[src/rtl/stage4_if.sv]
// Data-memory request/response port between the MEM stage and the data memory.
interface stage4_if #(
  parameter int unsigned XLEN = 64
);
  logic            dmem_req;
  logic            dmem_we;
  logic [XLEN-1:0] dmem_addr;
  logic [XLEN-1:0] dmem_wdata;
  logic [7:0]      dmem_wstrb;
  logic            dmem_ready;
  logic [XLEN-1:0] dmem_rdata;

  modport master (
    output dmem_req, dmem_we, dmem_addr, dmem_wdata, dmem_wstrb,
    input  dmem_ready, dmem_rdata
  );

  modport slave (
    input  dmem_req, dmem_we, dmem_addr, dmem_wdata, dmem_wstrb,
    output dmem_ready, dmem_rdata
  );
endinterface

[src/rtl/stage4.sv]
// Pipeline MEM stage: aligned data-memory access with a two-state FSM and MEM/WB register.
module stage4 #(
  parameter int unsigned XLEN = 64
) (
  input  logic            clk,
  input  logic            rst_n,
  input  logic            valid_in,
  input  logic [XLEN-1:0] alu_result_in,
  input  logic [XLEN-1:0] store_data_in,
  input  logic [4:0]      write_register_in,
  input  logic [2:0]      funct3_in,
  input  logic            MemRead_in,
  input  logic            MemWrite_in,
  input  logic            MemToReg_in,
  input  logic            RegWrite_in,
  stage4_if.master        dmem,
  output logic [XLEN-1:0] alu_result_out,
  output logic [XLEN-1:0] read_data_out,
  output logic [4:0]      write_register_out,
  output logic            MemToReg_out,
  output logic            RegWrite_out,
  output logic            stall_out,
  output logic            misalign_out
);

  typedef enum logic [0:0] {StIdle, StAccess} state_e;

  state_e          state_q;
  logic [XLEN-1:0] addr_q, wdata_q;
  logic [7:0]      wstrb_q;
  logic [4:0]      rd_q;
  logic [2:0]      funct3_q;
  logic            we_q, memread_q, memtoreg_q, regwrite_q;

  logic [XLEN-1:0] alu_result_out_q, read_data_out_q;
  logic [4:0]      write_register_out_q;
  logic            memtoreg_out_q, regwrite_out_q, misalign_q;

  logic [2:0]      off;
  logic            memop, misaligned, start;
  logic [7:0]      strb_base, wstrb_d;
  logic [XLEN-1:0] wdata_d, rdata_shift, load_data;

  assign off   = alu_result_in[2:0];
  assign memop = valid_in & (MemRead_in | MemWrite_in);

  always_comb begin
    misaligned = 1'b0;
    strb_base  = 8'h01;
    unique case (funct3_in[1:0])
      2'b00: strb_base = 8'h01;
      2'b01: begin strb_base = 8'h03; misaligned = off[0];           end
      2'b10: begin strb_base = 8'h0F; misaligned = (off[1:0] != 2'b00); end
      2'b11: begin strb_base = 8'hFF; misaligned = (off != 3'b000);     end
    endcase
    if (funct3_in == 3'b111) misaligned = 1'b1;
  end

  assign start   = memop & ~misaligned;
  assign wstrb_d = MemWrite_in ? (strb_base << off) : 8'h00;
  assign wdata_d = store_data_in << {off, 3'b000};

  // Align the addressed lane down to bit 0, then extend per access size/sign.
  assign rdata_shift = dmem.dmem_rdata >> {addr_q[2:0], 3'b000};

  always_comb begin
    load_data = rdata_shift;
    unique case (funct3_q)
      3'b000:  load_data = {{56{rdata_shift[7]}},  rdata_shift[7:0]};
      3'b001:  load_data = {{48{rdata_shift[15]}}, rdata_shift[15:0]};
      3'b010:  load_data = {{32{rdata_shift[31]}}, rdata_shift[31:0]};
      3'b100:  load_data = {56'd0, rdata_shift[7:0]};
      3'b101:  load_data = {48'd0, rdata_shift[15:0]};
      3'b110:  load_data = {32'd0, rdata_shift[31:0]};
      default: load_data = rdata_shift;
    endcase
  end

  always_ff @(posedge clk or negedge rst_n) begin
    if (!rst_n) begin
      state_q              <= StIdle;
      addr_q               <= '0;
      wdata_q              <= '0;
      wstrb_q              <= '0;
      rd_q                 <= '0;
      funct3_q             <= '0;
      we_q                 <= 1'b0;
      memread_q            <= 1'b0;
      memtoreg_q           <= 1'b0;
      regwrite_q           <= 1'b0;
      alu_result_out_q     <= '0;
      read_data_out_q      <= '0;
      write_register_out_q <= '0;
      memtoreg_out_q       <= 1'b0;
      regwrite_out_q       <= 1'b0;
      misalign_q           <= 1'b0;
    end else begin
      // Bubble by default; overridden below when an instruction completes.
      memtoreg_out_q <= 1'b0;
      regwrite_out_q <= 1'b0;
      misalign_q     <= 1'b0;
      unique case (state_q)
        StIdle: begin
          if (start) begin
            state_q    <= StAccess;
            addr_q     <= alu_result_in;
            wdata_q    <= wdata_d;
            wstrb_q    <= wstrb_d;
            rd_q       <= write_register_in;
            funct3_q   <= funct3_in;
            we_q       <= MemWrite_in;
            memread_q  <= MemRead_in;
            memtoreg_q <= MemToReg_in;
            regwrite_q <= RegWrite_in;
          end else if (memop) begin
            misalign_q <= 1'b1;
          end else if (valid_in) begin
            alu_result_out_q     <= alu_result_in;
            read_data_out_q      <= '0;
            write_register_out_q <= write_register_in;
            memtoreg_out_q       <= MemToReg_in;
            regwrite_out_q       <= RegWrite_in & (write_register_in != 5'd0);
          end
        end
        StAccess: begin
          if (dmem.dmem_ready) begin
            state_q              <= StIdle;
            alu_result_out_q     <= addr_q;
            read_data_out_q      <= memread_q ? load_data : '0;
            write_register_out_q <= rd_q;
            memtoreg_out_q       <= memtoreg_q;
            regwrite_out_q       <= regwrite_q & (rd_q != 5'd0);
          end
        end
        default: state_q <= StIdle;
      endcase
    end
  end

  assign dmem.dmem_req   = (state_q == StAccess);
  assign dmem.dmem_we    = (state_q == StAccess) & we_q;
  assign dmem.dmem_addr  = {addr_q[XLEN-1:3], 3'b000};
  assign dmem.dmem_wdata = wdata_q;
  assign dmem.dmem_wstrb = (state_q == StAccess) ? wstrb_q : 8'h00;

  assign stall_out = ((state_q == StIdle) & start) | ((state_q == StAccess) & ~dmem.dmem_ready);

  assign alu_result_out     = alu_result_out_q;
  assign read_data_out      = read_data_out_q;
  assign write_register_out = write_register_out_q;
  assign MemToReg_out       = memtoreg_out_q;
  assign RegWrite_out       = regwrite_out_q;
  assign misalign_out       = misalign_q;

endmodule
[src/flat_wrapper.sv]
// flat-port wrapper written by rule: the top's interface ports become plain ports
module stage4_flat 
#(
  parameter int unsigned XLEN = 64
)
  (clk, rst_n, valid_in, alu_result_in, store_data_in, write_register_in, funct3_in, MemRead_in, MemWrite_in, MemToReg_in, RegWrite_in, alu_result_out, read_data_out, write_register_out, MemToReg_out, RegWrite_out, stall_out, misalign_out, dmem_dmem_req, dmem_dmem_we, dmem_dmem_addr, dmem_dmem_wdata, dmem_dmem_wstrb, dmem_dmem_ready, dmem_dmem_rdata);
  stage4_if #(.XLEN(XLEN)) dmem_i ();
  input  logic clk;
  input  logic rst_n;
  input  logic valid_in;
  input  logic [XLEN-1:0] alu_result_in;
  input  logic [XLEN-1:0] store_data_in;
  input  logic [4:0] write_register_in;
  input  logic [2:0] funct3_in;
  input  logic MemRead_in;
  input  logic MemWrite_in;
  input  logic MemToReg_in;
  input  logic RegWrite_in;
  output logic [XLEN-1:0] alu_result_out;
  output logic [XLEN-1:0] read_data_out;
  output logic [4:0] write_register_out;
  output logic MemToReg_out;
  output logic RegWrite_out;
  output logic stall_out;
  output logic misalign_out;
  output wire logic [$bits(dmem_i.dmem_req)-1:0] dmem_dmem_req;
  output wire logic [$bits(dmem_i.dmem_we)-1:0] dmem_dmem_we;
  output wire logic [$bits(dmem_i.dmem_addr)-1:0] dmem_dmem_addr;
  output wire logic [$bits(dmem_i.dmem_wdata)-1:0] dmem_dmem_wdata;
  output wire logic [$bits(dmem_i.dmem_wstrb)-1:0] dmem_dmem_wstrb;
  input wire logic [$bits(dmem_i.dmem_ready)-1:0] dmem_dmem_ready;
  input wire logic [$bits(dmem_i.dmem_rdata)-1:0] dmem_dmem_rdata;
  assign dmem_dmem_req = dmem_i.dmem_req;
  assign dmem_dmem_we = dmem_i.dmem_we;
  assign dmem_dmem_addr = dmem_i.dmem_addr;
  assign dmem_dmem_wdata = dmem_i.dmem_wdata;
  assign dmem_dmem_wstrb = dmem_i.dmem_wstrb;
  assign dmem_i.dmem_ready = dmem_dmem_ready;
  assign dmem_i.dmem_rdata = dmem_dmem_rdata;
  stage4 #(.XLEN(XLEN)) u_core (.clk(clk), .rst_n(rst_n), .valid_in(valid_in), .alu_result_in(alu_result_in), .store_data_in(store_data_in), .write_register_in(write_register_in), .funct3_in(funct3_in), .MemRead_in(MemRead_in), .MemWrite_in(MemWrite_in), .MemToReg_in(MemToReg_in), .RegWrite_in(RegWrite_in), .dmem(dmem_i), .alu_result_out(alu_result_out), .read_data_out(read_data_out), .write_register_out(write_register_out), .MemToReg_out(MemToReg_out), .RegWrite_out(RegWrite_out), .stall_out(stall_out), .misalign_out(misalign_out));
endmodule
[config.mk]
export PLATFORM = sky130hd
export DESIGN_NAME = stage4_flat
export DESIGN_NICKNAME = d
export VERILOG_FILES = /design/src/rtl/stage4_if.sv /design/src/rtl/stage4.sv /design/src/flat_wrapper.sv
export SDC_FILE = /design/constraint.sdc
export NUM_CORES = 1
export LEC_CHECK = 0
export ABC_AREA = 1
export CAP_MARGIN = 20
export CORE_AREA = 2 2 269 218
export DETAILED_ROUTE_END_ITERATION = 10
export DIE_AREA = 0 0 271 220
export PLACE_DENSITY_LB_ADDON = 0.2
export REMOVE_ABC_BUFFERS = 1
export SLEW_MARGIN = 10
export SYNTH_ARGS = -nofsm -noshare
export SYNTH_HDL_FRONTEND = slang
export SYNTH_SLANG_ARGS = --single-unit
[constraint.sdc]
create_clock -name clk -period 2.3 [get_ports clk]
set_input_delay 0.46 -clock clk [delete_from_list [all_inputs] [get_ports clk]]
set_output_delay 0.46 -clock clk [all_outputs]
set_load 0.05 [all_outputs]
==> results of run 1 <==
## layout make-up
type	count	area (um^2)	area share
multi-input cells	1643	7220	0.320
flip-flops and latches	285	7140	0.316
repair buffers	569	5830	0.258
clock buffers	45	972	0.0431
well taps	769	962	0.0426
clock inverters	15	249	0.0110
inverters	53	209	0.00926
diodes	2	5.00	0.000222
## metal layers
layer / global-route usage / up-vias / share of wire
li1: - / 7867 / -
met1: 0.256 / 7613 / 0.44
met2: 0.307 / 554 / 0.45
met3: 0.0563 / 105 / 0.080
met4: 0.0591 / 12 / 0.027
met5: 0 / - / 0.0013
## final timing paths
check | end | slack, ps
hold reg to reg | u_core.we_q$_DFFE_PN0P_ | 470
hold / removal | u_core.memread_q$_DFFE_PN0P_ | 380
setup / recovery | dmem_dmem_wdata[35] | 60
max in group asynchronous | u_core.addr_q[0]$_DFFE_PN0P_ | 1150
setup reg to reg | u_core.read_data_out[17]$_DFFE_PN0P_ | 340
min in group asynchronous | u_core.read_data_out[3]$_DFFE_PN0P_ | 420
## cells in the final DEF, fill, tap and decap left out, types with 3 or more instances in the layout
cell type        count
inv_4                4
nand4_1              5
clkbuf_8             8
buf_2                3
o21ai_0            169
dlymetal6s2s_1       3
a31oi_1             69
or2_2               17
clkbuf_16           34
bufinv_16            6
nand3_1            152
conb_1               3
inv_2                5
o31ai_1              7
o211ai_1            12
o21ai_1             45
o21a_1              24
nand2_1            929
dfrtp_1            283
nand2_2              3
a21oi_1             74
nor2_1             115
clkdlybuf4s50_1    452
buf_4               72
clkinv_2             4
clkbuf_1             3
buf_12              32
a22o_1               3
inv_1               43
dlygate4sd2_1        5
## logic make-up (layout without fill, tap and decap cells)
| family | count (synthesis) | count (layout) |
|---|---|---|
| other cells | 1 | 5 |
| buf+inv | 279 | 682 |
| simple gates | 1233 | 1233 |
| compound gates | 407 | 407 |
| flops | 285 | 285 |
## flip-flops by register name (all words and copies together), names as in the netlist
name	flops
u_core.dmem.dmem_wdata	64
u_core.addr_q	64
u_core.RegWrite_out	1
u_core.funct3_q	3
u_core.we_q	1
u_core.write_register_out	5
u_core.dmem.dmem_req	1
u_core.read_data_out	64
u_core.memread_q	1
u_core.wstrb_q	8
u_core.alu_result_out	64
u_core.rd_q	5
u_core.misalign_out	1
u_core.regwrite_q	1
u_core.MemToReg_out	1
u_core.memtoreg_q	1
## through the flow
| step | utilization | total power (W) | area [um^2] | worst slack, ps | hold WS [ps] |
|---|---|---|---|---|---|
| 2_1_floorplan | - | 0.0155 | 14500 | -4560 | 164 |
| 3_3_place_gp | 0.372 | 0.0209 | 21300 | -226 | 396 |
| 3_5_place_dp | 0.372 | 0.0210 | 21300 | -183 | 400 |
| 4_1_cts | 0.394 | 0.0271 | 22600 | 1.50 | 360 |
| 5_1_grt | 0.394 | 0.0282 | 22600 | 6.09 | 397 |
| 6_report | 0.394 | 0.0268 | 22600 | 57.4 | 377 |
## where the power goes
group          switching, W  internal (W)  total (W)
Clock               0.00231       0.00366    0.00597
Combinational       0.00903       0.00431     0.0133
Sequential          0.00104       0.00646    0.00750
## timing repair
item,CTS,global route
endpoints found under the hold margin,34,0
resized for setup,9,6
endpoints found under the setup margin,3,3
hold buffers,1,0
pin swaps,1,1
setup buffers,1,0
==> flow_summary.ini, run 1 <==
[status]
status = completed

[yosys]
synth-simple-area-share = 0.311
syn_inst = 2205
synth_area_um2 = 15800
ys_async_sr_fraction = 1.00
synthDistinctLibCells = 36
synth_mux_area_frac = 0
netlist_top_cells_area = dfrtp_1 45%, nand2_1 22%, o21ai_0 5.4%
synth-xor-area-share = 0
yosysSeqAreaShare = 0.450
yosysMostFrequentCell = nand2_1
syn_avg_cell_area_um2 = 7.18
synth-compound-area-share = 0.142
synth_top_family_by_area = simple AND/OR/NAND/NOR gates
yosys.area.top_type = dfrtp_1
yosys_warnings = 0
dominantRegCellSynth = dfrtp_1
synthTopCellsByCount = 931 x nand2_1, 285 x dfrtp_1, 170 x o21ai_0
synth_edf_count = 0
ys_ff_latch = 285
synth_top_area_frac = 0.450
synthAdderAreaFrac = 0

[floorplan]
core_area_um2 = 57200
ios = 483
dieArea_um2 = 59600
start_util = 0.277
die_h_um = 220
die-width_um = 271
num_rows = 79

[drt]
finalWirelength_um = 60000
routedWlPerCell_um = 17.8
post-route-drc-count = 0
vias = 16200
viasPerCell = 4.78
dr.pass1.iters = 6
ant_nets = 0
drt_first_iter_violations = 1383

[clock_tree]
clock_tree.root_cell = clkbuf_16
htreeDepth = 2
cts_buffers = 34
clk_pin_slew_ps = 70
cts_buffer_depth = 3
insertion_delay_ps = 540
cts.sinks = 285
tritoncts = yes

[critical_path]
cp-end-kind = output port
worstPathBufferInverterCount = 1
worstPathCellList = clkdlybuf4s50_1
r2r_cells = 8
required_ps = 1840
slowest_delay_ps = 890
startpoint = u_core.dmem.dmem_wdata[35]$_DFFE_PN0P_
crit_path_start_kind = flip-flop
worst-path-max-fanout = 2
worst_ep_arrival_time_ps = 1780
r2r-start = u_core.addr_q[2]$_DFFE_PN0P_
path_depth = 1
critPathTopFamily = buffers and inverters
crit_type = reg -> out
critPathSlowestCell = clkdlybuf4s50_1

[sta]
setup_violations = 0
layout_min_cycle_time_ps = 2240
finalHoldViolCount = 0
max_freq_mhz = 446
fin_skew_ps = 14.6
rsz0062_at_grt = no
post-route-period-util = 0.975
maxSlewViolCount = 0
worst_pin_slew_ps = 904
slew-limit-headroom = 0.398
tns_ps = 0

[global_routing]
grt_remaining_overflow = 0
grtUsageTotal = 0.194
grt_max_degree = 67
grt_pass1_vias = 15500
grt_first_pass_wirelength_um = 91200
antenna_found_initial = 8

[power_and_ir_drop]
peakVddDrop_mv = 0.554
p_leak_nw = 10.5
power_density_nw_per_um2 = 1190

[final_layout]
area_growth_pct = 42.5
drive_above_1_share = 0.0789
finalNetCount = 2794
fill_cells = 5787
stdcell_count = 3381

[placed_design]
dp_cells = 3317
gp_congestion = 0.875
hpwl_um = 42700
port_buffers = 479

[run]
cap_violations = 0

[worst_hold_path]
hold_path.class = in -> reg
hold_depth = 4
hold_start = MemRead_in
No activity file was read; power rests on OpenSTA's default activity.
==> run 2: changes to the inputs <==
Clock period 2.3 ns to 2.15 ns, I/O delays scaled along.
==> flow_summary.ini, run 2 (synthesis results as in run 1) <==
[sta]
layout_min_cycle_time_ps = 2110
finalHoldViolCount = 0
fin_skew_ps = 15.1
slew-limit-headroom = 0.560
setup_violations = 0
tns_ps = 0
max_freq_mhz = 474
maxSlewViolCount = 0
post-route-period-util = 0.981
worst_pin_slew_ps = 660
rsz0062_at_grt = no

[drt]
viasPerCell = 4.77
post-route-drc-count = 0
drt_first_iter_violations = 1059
finalWirelength_um = 60300
routedWlPerCell_um = 17.8
vias = 16200
ant_nets = 0
dr.pass1.iters = 8

[power_and_ir_drop]
power_w = 0.0280
peakVddDrop_mv = 0.581
p_leak_nw = 11.2
power_density_nw_per_um2 = 1250

[placed_design]
port_buffers = 479
gp_congestion = 0.871
hpwl_um = 42800

[clock_tree]
tritoncts = yes
cts_buffers = 36
clock_tree.root_cell = clkbuf_16
htreeDepth = 2
cts.sinks = 285
insertion_delay_ps = 550
clk_pin_slew_ps = 60
cts_setup_buffers = 0
cts_buffer_depth = 3

[worst_hold_path]
hold_depth = 4
min_to = u_core.alu_result_out[1]$_DFFE_PN0P_
hold_start = alu_result_in[1]
hold_path.class = in -> reg

[floorplan]
dieArea_um2 = 59600
core_area_um2 = 57200
die-width_um = 271
ios = 483
die_h_um = 220
num_rows = 79
start_util = 0.277

[final_layout]
area_growth_pct = 41.2
final_common_cell = nand2_1
drive_above_1_share = 0.0851
finalNetCount = 2801
utilization = 0.391
final_cell_mix = 929 x nand2_1, 283 x dfrtp_1, 254 x dlygate4sd2_1, 200 x clkdlybuf4s50_1, 168 x o21ai_0

[critical_path]
reg2reg_slack_ps = 120
r2r_cells = 8
cp-end-kind = output port
worstPathBufferInverterCount = 1
required_ps = 1720
crit_path_start_kind = flip-flop
crit_type = reg -> out
slowest_delay_ps = 800
critPathTopFamily = buffers and inverters
critPathSlowestCell = clkdlybuf4s50_1
r2r-end = u_core.read_data_out[36]$_DFFE_PN0P_
r2r-start = u_core.addr_q[0]$_DFFE_PN0P_
worst-path-max-fanout = 2
worst_ep_arrival_time_ps = 1680
worstPathCellList = clkdlybuf4s50_1

[global_routing]
grt_pass1_vias = 15700
grtUsageTotal = 0.197
grt_max_degree = 67
grt_remaining_overflow = 0
antenna_found_initial = 5
grt_first_pass_wirelength_um = 92700

[run]
cap_violations = 0

[status]
status = completed
[run 2: cell count changes in the layout (fill, tap and decap cells not counted), sizes merged]
cell	previous run	this run
dlymetal6s2s	3	0
dlygate4sd2	5	254
bufinv	6	5
clkbuf	45	52
clkdlybuf4s50	452	200
buf	108	119
[run 2: worst max-delay path by stage]
stage	from	to	slack [ps]	cells past startpoint
2_1_floorplan	u_core.dmem.dmem_req$_DFF_PN0_	stall_out	-4680	5
3_3_place_gp	MemRead_in	u_core.addr_q[48]$_DFFE_PN0P_	-300	10
3_5_place_dp	MemRead_in	u_core.addr_q[30]$_DFFE_PN0P_	-360	10
4_1_cts	u_core.alu_result_out[6]$_DFFE_PN0P_	alu_result_out[6]	0.04	1
5_1_grt	u_core.dmem.dmem_req$_DFF_PN0_	stall_out	0.5	6
6_report	u_core.alu_result_out[6]$_DFFE_PN0P_	alu_result_out[6]	40	1
[run 2: through the flow]
step | setup slack, ps | instance area (um^2) | instances | hold slack [ps]
2_1_floorplan | -4680 | 14500 | 1981 | 134
3_3_place_gp | -305 | 21300 | 3323 | 443
3_5_place_dp | -358 | 21300 | 3323 | 444
4_1_cts | 0.0355 | 22400 | 3390 | 322
5_1_grt | 0.542 | 22400 | 3390 | 338
6_report | 41.8 | 22400 | 3392 | 356
[run 2: timing repair]
item | CTS | global route
pin swaps | 2 | 0
hold buffers | 1 | 0
gates resized for setup | 260 | 3
cloned | 0 | 0
setup endpoints to repair | 251 | 2
hold endpoints to repair | 45 | 0
[run 2: where the power goes]
part	leakage, nW	switching (W)	internal, W
Combinational	7.00	0.00965	0.00365
Sequential	3.53	0.00106	0.00691
Clock	0.648	0.00257	0.00416
Total	11.2	0.0133	0.0147
[run 2: layer usage]
layer  share of wire  vias up  routed length (um)  track usage
met5         0.00080        -                  48            0
met4           0.023        8                1360       0.0552
met3           0.083      100                5000       0.0528
met2            0.45      603               27400        0.316
met1            0.44     7576               26500        0.261
li1                -     7877                   -            -
[run 2: final cells by class]
type / instances / area, um^2
tap: 769 / 962
timing repair buffer: 574 / 5510
clock inverter: 14 / 230
fill: 5893 / 34900
multi-input combinational: 1643 / 7220
inverter: 53 / 209
antenna: 2 / 5.00
clock buffer: 52 / 1090
sequential: 285 / 7140
==> run 3: changes to the inputs <==
Settings changed: HOLD_SLACK_MARGIN from default to 0.05, TNS_END_PERCENT from default to 10.
==> flow_summary.ini, run 3 (synthesis results as in run 1) <==
[status]
status = completed

[drt]
dr.pass1.iters = 5
post-route-drc-count = 0
vias = 16300
routedWlPerCell_um = 17.8
ant_nets = 0
viasPerCell = 4.79
finalWirelength_um = 60400
drt_first_iter_violations = 1041

[run]
cap_violations = 0

[final_layout]
final_area_um2 = 22400
multiInputGateArea_um2 = 7230
final_cell_mix = 929 x nand2_1, 283 x dfrtp_1, 253 x dlygate4sd2_1, 200 x clkdlybuf4s50_1, 168 x o21ai_0
finalNetCount = 2804
fill_cells = 5892
area_growth_pct = 41.3
drive_above_1_share = 0.0861
final_common_cell = nand2_1
utilization = 0.391
seq_area_um2 = 7140

[critical_path]
r2r-end = u_core.read_data_out[36]$_DFFE_PN0P_
cp-end-kind = output port
endpoint = alu_result_out[6]
critPathTopFamily = buffers and inverters
path_depth = 1
crit_path_start_kind = flip-flop
r2r_cells = 8
reg2reg_slack_ps = 100
worstPathCellList = clkdlybuf4s50_1
worst_ep_arrival_time_ps = 1680
slowest_delay_ps = 800
crit_type = reg -> out
required_ps = 1720
worst-path-max-fanout = 2
critPathSlowestCell = clkdlybuf4s50_1
startpoint = u_core.alu_result_out[6]$_DFFE_PN0P_
worstPathBufferInverterCount = 1
r2r-start = u_core.addr_q[0]$_DFFE_PN0P_

[floorplan]
start_util = 0.277
die-width_um = 271
die_h_um = 220
dieArea_um2 = 59600
core_area_um2 = 57200
num_rows = 79
ios = 483

[power_and_ir_drop]
power_density_nw_per_um2 = 1250
power_w = 0.0280
peakVddDrop_mv = 0.581
p_leak_nw = 11.2

[clock_tree]
clk_pin_slew_ps = 60
tritoncts = yes
cts.sinks = 285
cts_buffer_depth = 3
clock_tree.root_cell = clkbuf_16
insertion_delay_ps = 550
htreeDepth = 2
cts_buffers = 36

[global_routing]
grtUsageTotal = 0.197
grt_remaining_overflow = 0
grt_pass1_vias = 15700
grt_first_pass_wirelength_um = 92700
antenna_found_initial = 5
grt_max_degree = 67

[placed_design]
placed_area_um2 = 21300
gp_congestion = 0.871
port_buffers = 479
hpwl_um = 42800

[sta]
setup_violations = 0
finalHoldViolCount = 0
maxSlewViolCount = 0
slew-limit-headroom = 0.552
whs_ps = 340
fin_skew_ps = 12.0
post-route-period-util = 0.981
max_freq_mhz = 474
layout_min_cycle_time_ps = 2110
worst_pin_slew_ps = 673

[worst_hold_path]
hold_start = MemWrite_in
hold_path.class = in -> reg
run 3: cell types whose count changed in the layout (fill, tap and decap cells not counted):
cell            previous run  this run
buf_4                     85        88
diode_2                    2         1
dlygate4sd2_1            254       253
dlymetal6s2s_1             0         1
nand2_2                    3         2
nand2_4                    2         3
run 3: power by group:
group	switching, W	internal (W)
Combinational	0.00966	0.00365
Clock	0.00256	0.00416
Sequential	0.00106	0.00691
Total	0.0133	0.0147
run 3: repair_timing:
| action | 4_1_cts | 5_1_grt |
|---|---|---|
| setup buffers | 0 | 3 |
| cloned | 0 | 0 |
| endpoints found under the setup margin | 251 | 2 |
| pin swaps | 2 | 1 |
| hold endpoints to repair | 45 | 0 |
| resized for setup | 257 | 7 |
| hold buffers | 1 | 0 |
run 3: through the flow:
step                setup slack, ps   TNS, ps  cells
detailed placement             -358    -59480   3323
global route                  -1.06     -1.06   3393
CTS                           -65.1     -65.1   3390
floorplan                     -4680  -1016860   1981
finish                         41.0         0   3394
global placement               -305    -52750   3323
run 3: metal layers:
layer,global-route usage,wire [um],vias up
met5,0,48,-
met4,0.0551,1430,8
met3,0.0528,4900,107
met2,0.316,27500,600
met1,0.261,26500,7656
li1,-,-,7886
run 3: final cells by class:
cell class,count,share of cell area
Clock inverter,14,0.0103
Antenna cell,1,0.000112
Clock buffer,52,0.0487
Inverter,53,0.00933
Tap cell,769,0.0430
Multi-Input combinational cell,1643,0.323
Sequential cell,285,0.319
Timing Repair Buffer,577,0.247
run 3: worst min path at each step:
stage | to | slack (ps) | cells past startpoint
2_1_floorplan | u_core.MemToReg_out$_DFF_PN0_ | 130 | 0
3_3_place_gp | u_core.read_data_out[43]$_DFFE_PN0P_ | 440 | 1
3_5_place_dp | u_core.read_data_out[43]$_DFFE_PN0P_ | 440 | 1
4_1_cts | u_core.addr_q[1]$_DFFE_PN0P_ | 320 | 4
5_1_grt | u_core.alu_result_out[1]$_DFFE_PN0P_ | 340 | 4
6_report | u_core.wstrb_q[7]$_DFFE_PN0P_ | 340 | 4
